===== src/rtl/ewm_tile_sched_if.sv =====
// rtl/ewm_tile_sched_if.sv - handshake bundle between tile scheduler and its host/datapath
// Signals:
//   start, num_tiles      job launch from host
//   in_valid / in_ready   tile-pair acceptance handshake
//   mult_issue, issue_idx multiplier launch strobe and tile index
//   out_valid / out_ready result-tag handshake, out_idx = head tag
//   busy, done            job status
// Modports: master = host/datapath side, slave = scheduler side.
interface ewm_tile_sched_if #(
  parameter int WIDTH = 16
);
  logic             start;
  logic [WIDTH-1:0] num_tiles;
  logic             in_valid;
  logic             in_ready;
  logic             mult_issue;
  logic [WIDTH-1:0] issue_idx;
  logic             out_valid;
  logic             out_ready;
  logic [WIDTH-1:0] out_idx;
  logic             busy;
  logic             done;

  modport master (
    output start, num_tiles, in_valid, out_ready,
    input  in_ready, mult_issue, issue_idx, out_valid, out_idx, busy, done
  );

  modport slave (
    input  start, num_tiles, in_valid, out_ready,
    output in_ready, mult_issue, issue_idx, out_valid, out_idx, busy, done
  );
endinterface


===== src/rtl/ewm_tile_sched.sv =====
// rtl/ewm_tile_sched.sv - credit-gated tile issue scheduler with result-tag FIFO
// Ports:
//   clk    sole clock, rising edge
//   rst_n  synchronous reset, active HIGH despite the name
//   bus    ewm_tile_sched_if.slave: start/num_tiles in, in_valid/in_ready accept,
//          mult_issue/issue_idx out, out_valid/out_ready/out_idx result tags, busy, done
// A tile is accepted only when a FIFO slot is guaranteed for its result, so the
// write at the end of the multiplier pipeline can never be refused.
module ewm_tile_sched #(
  parameter int WIDTH     = 16,
  parameter int LATENCY   = 2,
  parameter int OUT_DEPTH = 4
) (
  input  logic            clk,
  input  logic            rst_n,
  ewm_tile_sched_if.slave bus
);
  localparam int PW = $clog2(OUT_DEPTH);
  localparam logic [PW:0] DEPTH_C = (PW+1)'(OUT_DEPTH);

  typedef enum logic [1:0] {IDLE, RUN, DRAIN, DONE} state_e;

  state_e           state_q;
  logic [WIDTH-1:0] num_q, issued_q, popped_q, issue_idx_q;
  logic             mult_issue_q;
  logic [PW:0]      infl_q, wptr_q, rptr_q;
  logic [LATENCY-1:0] vld_sr_q;
  logic [WIDTH-1:0] tag_sr_q [LATENCY];
  logic [WIDTH-1:0] fifo_q [OUT_DEPTH];

  logic [PW:0]      occ, credits, infl_d;
  logic [WIDTH-1:0] issued_d, popped_d;
  logic             fifo_empty, fifo_full, in_ready, accept, push, pop;

  // Pointers carry one extra bit so full and empty are distinguishable.
  assign occ        = wptr_q - rptr_q;
  assign credits    = DEPTH_C - infl_q - occ;
  assign fifo_empty = (occ == '0);
  assign fifo_full  = (occ == DEPTH_C);

  assign in_ready = (state_q == RUN) && (issued_q != num_q) && (credits != '0);
  assign accept   = bus.in_valid && in_ready;
  assign push     = vld_sr_q[LATENCY-1];
  assign pop      = !fifo_empty && bus.out_ready;

  assign issued_d = issued_q + {{(WIDTH-1){1'b0}}, accept};
  assign popped_d = popped_q + {{(WIDTH-1){1'b0}}, pop};
  assign infl_d   = infl_q + {{PW{1'b0}}, accept} - {{PW{1'b0}}, push};

  always_ff @(posedge clk) begin
    if (rst_n) begin
      state_q      <= IDLE;
      num_q        <= '0;
      issued_q     <= '0;
      popped_q     <= '0;
      issue_idx_q  <= '0;
      mult_issue_q <= 1'b0;
      infl_q       <= '0;
      wptr_q       <= '0;
      rptr_q       <= '0;
      vld_sr_q     <= '0;
      for (int i = 0; i < LATENCY; i++) tag_sr_q[i] <= '0;
    end else begin
      mult_issue_q <= accept;
      if (accept) issue_idx_q <= issued_q;

      // Stage 0 lines up with mult_issue; the last stage is the FIFO write.
      vld_sr_q[0] <= accept;
      tag_sr_q[0] <= issued_q;
      for (int i = 1; i < LATENCY; i++) begin
        vld_sr_q[i] <= vld_sr_q[i-1];
        tag_sr_q[i] <= tag_sr_q[i-1];
      end

      if (push) begin
        fifo_q[wptr_q[PW-1:0]] <= tag_sr_q[LATENCY-1];
        wptr_q <= wptr_q + 1'b1;
      end
      if (pop) rptr_q <= rptr_q + 1'b1;

      infl_q   <= infl_d;
      issued_q <= issued_d;
      popped_q <= popped_d;

      case (state_q)
        IDLE: if (bus.start) begin
          num_q    <= bus.num_tiles;
          issued_q <= '0;
          popped_q <= '0;
          state_q  <= (bus.num_tiles == '0) ? DONE : RUN;
        end
        RUN:   if (accept && (issued_d == num_q)) state_q <= DRAIN;
        DRAIN: if ((infl_q == '0) && fifo_empty && (popped_q == num_q)) state_q <= DONE;
        DONE:  state_q <= IDLE;
        default: state_q <= IDLE;
      endcase
    end
  end

  assign bus.in_ready   = in_ready;
  assign bus.mult_issue = mult_issue_q;
  assign bus.issue_idx  = issue_idx_q;
  assign bus.out_valid  = !fifo_empty;
  assign bus.out_idx    = fifo_empty ? '0 : fifo_q[rptr_q[PW-1:0]];
  assign bus.busy       = (state_q != IDLE);
  assign bus.done       = (state_q == DONE);

  a_no_overflow: assert property (@(posedge clk) disable iff (rst_n)
    push |-> (!fifo_full || pop));
endmodule


===== src/flat_wrapper.sv =====
// flat-port wrapper written by rule: the top's interface ports become plain ports
module ewm_tile_sched_flat 
#(
  parameter int WIDTH     = 16,
  parameter int LATENCY   = 2,
  parameter int OUT_DEPTH = 4
)
  (clk, rst_n, bus_start, bus_num_tiles, bus_in_valid, bus_out_ready, bus_in_ready, bus_mult_issue, bus_issue_idx, bus_out_valid, bus_out_idx, bus_busy, bus_done);
  ewm_tile_sched_if #(.WIDTH(WIDTH)) bus_i ();
  input  logic clk;
  input  logic rst_n;
  input wire logic [$bits(bus_i.start)-1:0] bus_start;
  input wire logic [$bits(bus_i.num_tiles)-1:0] bus_num_tiles;
  input wire logic [$bits(bus_i.in_valid)-1:0] bus_in_valid;
  input wire logic [$bits(bus_i.out_ready)-1:0] bus_out_ready;
  output wire logic [$bits(bus_i.in_ready)-1:0] bus_in_ready;
  output wire logic [$bits(bus_i.mult_issue)-1:0] bus_mult_issue;
  output wire logic [$bits(bus_i.issue_idx)-1:0] bus_issue_idx;
  output wire logic [$bits(bus_i.out_valid)-1:0] bus_out_valid;
  output wire logic [$bits(bus_i.out_idx)-1:0] bus_out_idx;
  output wire logic [$bits(bus_i.busy)-1:0] bus_busy;
  output wire logic [$bits(bus_i.done)-1:0] bus_done;
  assign bus_i.start = bus_start;
  assign bus_i.num_tiles = bus_num_tiles;
  assign bus_i.in_valid = bus_in_valid;
  assign bus_i.out_ready = bus_out_ready;
  assign bus_in_ready = bus_i.in_ready;
  assign bus_mult_issue = bus_i.mult_issue;
  assign bus_issue_idx = bus_i.issue_idx;
  assign bus_out_valid = bus_i.out_valid;
  assign bus_out_idx = bus_i.out_idx;
  assign bus_busy = bus_i.busy;
  assign bus_done = bus_i.done;
  ewm_tile_sched #(.WIDTH(WIDTH), .LATENCY(LATENCY), .OUT_DEPTH(OUT_DEPTH)) u_core (.clk(clk), .rst_n(rst_n), .bus(bus_i));
endmodule

===== config.mk =====
export PLATFORM = sky130hd
export DESIGN_NAME = ewm_tile_sched_flat
export DESIGN_NICKNAME = d
export VERILOG_FILES = /design/src/rtl/ewm_tile_sched_if.sv /design/src/rtl/ewm_tile_sched.sv /design/src/flat_wrapper.sv
export SDC_FILE = /design/constraint.sdc
export NUM_CORES = 1
export LEC_CHECK = 0
export CORE_MARGIN = 1.5
export CORE_UTILIZATION = 50
export DETAILED_ROUTE_END_ITERATION = 10
export DONT_BUFFER_PORTS = 1
export GPL_TIMING_DRIVEN = 0
export PLACE_DENSITY_LB_ADDON = 0.05
export SETUP_SLACK_MARGIN = 0.15
export SLEW_MARGIN = 15
export SYNTH_ARGS = -nofsm -noshare
export SYNTH_HDL_FRONTEND = slang
export SYNTH_SLANG_ARGS = --single-unit

===== constraint.sdc =====
create_clock -name clk -period 15.1 [get_ports clk]
set_clock_uncertainty 0.05 [all_clocks]
set_input_delay 1.51 -clock clk [delete_from_list [all_inputs] [get_ports clk]]
set_output_delay 1.51 -clock clk [all_outputs]
set_load 0.02 [all_outputs]

# Yosys cells after proc, flatten, opt, wreduce, memory -nomap -nowiden
# Memories as Yosys holds them, arrays and structs flattened. A register that Yosys moved wholly into a read port is not among the register bits.
# Index checks and enable logic that the tools add are counted.
# word_totals
ramBits,96
memories,2
register_bits,78
elab_cells,68
# classes
n_eq_ne,9
mux,20
bitwise,2
addsub,9
reduce_logical,16
# mem_list
name,words,word_bits,rd,rd_clocked_by_memory_dff,wr,line_no,text
u_core.fifo_q,4,16,1,1,1,ewm_tile_sched.sv:29,logic [WIDTH-1:0] fifo_q [OUT_DEPTH];
u_core.tag_sr_q,2,16,2,0,2,ewm_tile_sched.sv:28,logic [WIDTH-1:0] tag_sr_q [LATENCY];
# op_table
operator,count
16-bit two-way mux,7
16-bit by 1-bit adder with 16-bit output,2
16-bit equality test,2
16-bit logical NOT,1
16-bit inequality test,1
2-bit two-way mux,6
2-bit one-hot mux with 4 select lines,1
1-bit logical AND,7
3-bit by 1-bit adder with 3-bit output (second input constant),2
3-bit logical NOT,2
1-bit two-way mux,6
3-bit subtractor,2
2-bit equality test (second input constant),2
2-bit inequality test (second input constant),2
3-bit by 1-bit adder with 3-bit output,1
3-bit AND reduction,1
3-bit nonzero test,1
3-bit by 1-bit subtractor with 3-bit output,1
3-bit subtractor (first input constant),1
2-bit by 1-bit equality test with 1-bit output (second input constant),1
2-bit logical NOT,1
2-bit by 1-bit inequality test with 1-bit output (second input constant),1
1-bit OR,2
2-bit AND reduction,1
2 further kinds,2

# Logic depth before layout (Yosys ltp)
# logic_depth
ltp_word,10
mapped_depth,23
depth_no_buf,22

# Worst setup path after synthesis
# OpenSTA, ideal clock, no wires.
# synth_timing
kind,register -> register
start,reg u_core.wptr_q[0]
end,reg u_core.state_q[1]
stages_incl_launch_ff,23
required_ps,14934
setup_time_ps,116
setup_slack_ps,9356
path_buffers,1
arrival_ps,5578
cell_sequence,dfxtp_1 inv_1 ha_1 inv_1 fa_1 ha_1 inv_1 ha_1 xnor3_1 xor2_1 a21oi_2 o21ai_2 clkinv_1 clkbuf_1 ha_1 nand3_1 nor4_1 nand4_1 xnor2_1 or4_1 o41a_1 or3_1 o211a_1
# synth_via
elab_chain_cells,10
word_cells_on_any_way,14
classes_between,add/sub (3); eq/ne (3); reduce/logical (8)
# synth_lines
item,line_no,text
"start, declared",ewm_tile_sched.sv:26,"logic [PW:0] infl_q, wptr_q, rptr_q;"
"start signal, assigned",ewm_tile_sched.sv:77,wptr_q <= wptr_q + 1'b1;
3-bit subtractor *,ewm_tile_sched.sv:36,assign occ = wptr_q - rptr_q;
3-bit subtractor *,ewm_tile_sched.sv:37,assign credits = DEPTH_C - infl_q - occ;
3-bit nonzero test *,ewm_tile_sched.sv:41,assign in_ready = (state_q == RUN) && (issued_q != num_q) && (credits != '0);
1-bit logical AND *,ewm_tile_sched.sv:41,
1-bit logical AND *,ewm_tile_sched.sv:42,assign accept = bus.in_valid && in_ready;
net u_core.accept,ewm_tile_sched.sv:33,"logic fifo_empty, fifo_full, in_ready, accept, push, pop;"
16-bit by 1-bit adder with 16-bit output,ewm_tile_sched.sv:46,"assign issued_d = issued_q + {{(WIDTH-1){1'b0}}, accept};"
16-bit equality test,ewm_tile_sched.sv:92,RUN: if (accept && (issued_d == num_q)) state_q <= DRAIN;
1-bit logical AND *,ewm_tile_sched.sv:92,
2-bit inequality test (no source line) *,n/a,
3-bit AND reduction (no source line) *,n/a,
"end signal, assigned",ewm_tile_sched.sv:90,state_q <= (bus.num_tiles == '0) ? DONE : RUN;
"end, declared",ewm_tile_sched.sv:23,state_e state_q;
# Mark *: on every way through the listed nets, which the timed path passes. The rest lies on a longest branch.
# A chain may end at the register's enable or synchronous reset.

# Final worst setup path
# Same ends and word-level chain as after synthesis.

==> metrics.md <==
| Metric | Value |
|---|---|
| Outcome | finished clean |
| Maximum clock insertion buffer count | 2 |
| Initial Util | 50.9% |
| Switch share | a little under a third |
| Antenna violations before repair | 0 |
| Largest net degree at the start of global routing | 17 |
| R2r endpoint | u_core.state_q[1] |
| TNS Setup | 0 ns |
| Final min period | 6.78 ns |
| Worst vdd ir | 65.0 uV |
| Crit path capture type | flop |
| Logic pwr share | 23.3% |
| Clock Pin Slew Worst Setup and Hold Paths | roughly 0.070 ns |
| Actual slew at the worst max-slew pin | 0.859 ns |
| Vias | 4,627 |
| Gate Count Post-Synth | 655 |
| Slew HR | 42.8% |
| Clock share of power | about a third |
| CP Launch Type | flop |
| RSZ-0062 raised after global routing | false |
| Sequential share of power | a little over two fifths |
| DR DRC count | 0 |
| Hold Path Cell Cnt | 1 |
| Cts hold-fix bufs | 0 |
| Clock insertion delay at the later pin of the skew report | ~0.41 ns |
| WL per Instance | 17.0 um |
| First-pass GRT wire length | 23,500 um |
| Grt total ovfl | 0 |
| Met2 usage | 36.5% |
| Gr usage total | 20.6% |
| HP Class | reg -> reg |
| Met3 usage | under 10% |
| Grt peak-use layer | met2 |
| Die height | between 100 and 150 um |
| Sequential share of the synthesized area | a little under three fifths |
| Register Area | 4140 sq um |
| Final period util | between 40 and 50% |
| Reg2Reg Depth | 22 |
| Crit path max fanout | 11 |
| CTS tree | done |
| Internal cell power | between 0.8 and 0.9 mW |
| Core box area | 14,400 sq um |
| Fillers | 1,255 |
| Placer Congestion | around 0.9 |
| Top post-synthesis cells by area | dfxtp_1 30%, edfxtp_1 26%, xor2_1 5.6% |
| Number of H-tree levels | 4 |
| Die area | approximately 15,000 sq um |
| Cell Rows | 44 |
| DRT iter0 DRCs | ~280 |
| PostCTS Resize Cnt | 0 |
| Synth Warn # | 0 |
| EDFF count, synth | 64 |
| Nets@finish | between 700 and 800 |
| Area growth, synth to finish | 11.1% |
| Place WS | around 8 ns |
| Worst setup margin | 8.32 ns |
| Port Buffers | 0 |
| Met1 usage | 25.0% |
| Hold violation total from the final report | 0 |
| Setup Buffers After CTS | 0 |
| Final slew viol count | 0 |
| Syn nets | 698 |
| Fmax | 0.148 GHz |
| Root buf cell | clkbuf_16 |
| Share of cells above drive strength 1 | 8.28% |
| Worst Setup EP | u_core.state_q[1] |
| Die extent in x | 124 um |
| Leak | 3.13 nW |
| FFs w/ async S/R, synth | 0% |
| Power Density | 151 nW/um^2 |
| Syn_area_per_cell | 11.2 sq um |
| Post-Route WL | roughly 15,000 um |
| Crit path launch | u_core.wptr_q[0] |
| Post-synth top flop | dfxtp_1 |
| Reg-to-reg startpoint | u_core.wptr_q[0] |
| Footprint of the multi-input gates | about 3000 sq um |
| DP HPWL | between 10,000 and 15,000 um |
| Max Cap Viol | 0 |
| ANT nets after route | 0 |
| R2R setup slack | about 8.3 ns |
| Diodes inserted | 0 |
| Clock sinks | around 180 |
| Leading area contributor after synthesis | dfxtp_1 |
| # setup viols final | 0 |
| Post-Syn Area | 7340 sq um |
| Yosys reg bits | 175 |
| Vias in the first global route | 4,555 |
| CP required | between 15 and 20 ns |
| First-pass iteration count of the detailed router | 5 |
| Kind of critical path | reg -> reg |
| Total CTS buffers | 17 |
| Arr. time, crit path | 7.03 ns |
| Num ports | 58 |
| Vias per inst | 5.31 |
| Synth unique cells | 47 |
| Post-synth top area share | 30.3% |
| Sw power | 0.381 mW |
[sequential cells by signal (all words and copies together), names as in the netlist, named ones only]
signal                count
u_core.fifo_q            64
u_core.rptr_q             3
u_core.popped_q          16
u_core.wptr_q             3
u_core.infl_q             3
u_core.bus.issue_idx     16
u_core.state_q            2
u_core.num_q             16
u_core.issued_q          16
u_core.vld_sr_q           2
u_core.tag_sr_q          32
[final cells by class]
type | instances | share of cell area (%)
Multi-Input combinational cell | 428 | 36.8
Timing Repair Buffer | 1 | 0.138
Inverter | 14 | 0.645
Sequential cell | 175 | 50.9
Clock buffer | 21 | 5.59
Buffer | 38 | 1.80
Clock inverter | 11 | 1.29
Tap cell | 184 | 2.83
[cells in the mapped netlist, types with 5 or more instances]
library cell  instances
nand4_1               7
nand2_1              83
and3_1               10
edfxtp_1             64
nor2b_1              37
nor3_1                5
nor2_1               47
xnor2_1              31
clkbuf_1             31
mux4_2               16
nor4_1               10
nand3_1              12
dfxtp_1             111
a21oi_1              38
xor2_1               47
inv_1                13
ha_1                 20
and2_1               24
[cells in the final DEF, fill, tap and decap left out, types with 3 or more instances in the layout]
| master | n |
|---|---|
| xor2_1 | 47 |
| nand3_1 | 12 |
| nand4_1 | 7 |
| nor2b_1 | 37 |
| or3_1 | 4 |
| nor2_1 | 46 |
| a21oi_1 | 38 |
| ha_1 | 20 |
| buf_2 | 3 |
| buf_1 | 4 |
| mux4_2 | 16 |
| dfxtp_1 | 111 |
| inv_6 | 5 |
| nand2_1 | 83 |
| and2_1 | 24 |
| xnor2_1 | 31 |
| and3_1 | 10 |
| edfxtp_1 | 64 |
| inv_1 | 13 |
| clkbuf_16 | 17 |
| o21ai_0 | 4 |
| clkinv_2 | 3 |
| nor3_1 | 5 |
| and4_1 | 3 |
| nor4_1 | 9 |
| clkbuf_1 | 32 |
[through the flow]
stage                     power [mW]  area (sq um)  util, %  hold slack, ns  std cells
after floorplan                0.757          7340        -           0.364        655
after global placement         0.819          7570     52.5           0.375        839
after detailed placement       0.828          7580     52.6           0.372        840
after CTS                       1.24          8140     56.4           0.387        872
after global routing            1.29          8150     56.5           0.402        872
final                           1.23          8150     56.5           0.384        872
[per-layer routing]
metal | vias to the layer above | wire, um | share of wire [%]
li1 | 2276 | - | -
met1 | 2241 | 6420 | 43
met2 | 100 | 7800 | 52
met3 | 10 | 514 | 3.5
met4 | 0 | 131 | 0.88
met5 | - | 0 | 0
[kinds of logic after synthesis]
group	count (synthesis)	share of synthesized area, %
AO/OA/AOI/OAI	58	4.76
flip-flops	175	56.5
multiplexers	19	5.34
adder cells (fa/ha/maj)	22	3.96
buffers and inverters	52	2.71
AND/OR/NAND/NOR	249	16.8
XOR/XNOR	80	9.93
[power groups by stage]
| stage | clock network [mW] | logic (mW) | registers (mW) |
|---|---|---|---|
| 2_1_floorplan | 0 | 0.226 | 0.531 |
| 3_3_place_gp | 0 | 0.282 | 0.538 |
| 3_5_place_dp | 0 | 0.290 | 0.538 |
| 4_1_cts | 0.422 | 0.291 | 0.528 |
| 5_1_grt | 0.441 | 0.324 | 0.529 |
| 6_report | 0.415 | 0.286 | 0.527 |
[how the worst min path moves through the flow]
| stage | from | endpoint | slack [ns] |
|---|---|---|---|
| after global routing | u_core.tag_sr_q[0][4] | u_core.tag_sr_q[0][20] | 0.40 |
| after global placement | u_core.tag_sr_q[0][9] | u_core.tag_sr_q[0][25] | 0.37 |
| after floorplan | u_core.tag_sr_q[0][0] | u_core.tag_sr_q[0][16] | 0.36 |
| final | u_core.tag_sr_q[0][13] | u_core.tag_sr_q[0][29] | 0.38 |
| after CTS | u_core.tag_sr_q[0][13] | u_core.tag_sr_q[0][29] | 0.39 |
| after detailed placement | u_core.tag_sr_q[0][13] | u_core.tag_sr_q[0][29] | 0.37 |
[critical path: stages, from the launching register on]
cell      delay (ns)
dfxtp_1         0.40
inv_1           0.11
ha_1            0.19
inv_1           0.06
fa_1            0.44
ha_1            0.28
inv_1           0.06
ha_1            0.15
xnor3_1         0.22
xor2_1          0.17
a21oi_2         0.21
o21ai_2         0.18
clkinv_1        0.20
clkbuf_1        0.46
ha_1            0.28
nand3_1         0.29
nor4_2          0.73
nand4_1         0.32
xnor2_1         0.20
or4_1           0.51
o41a_1          0.50
or3_1           0.41
o211a_1         0.24
(Power assumes the default switching activity.)
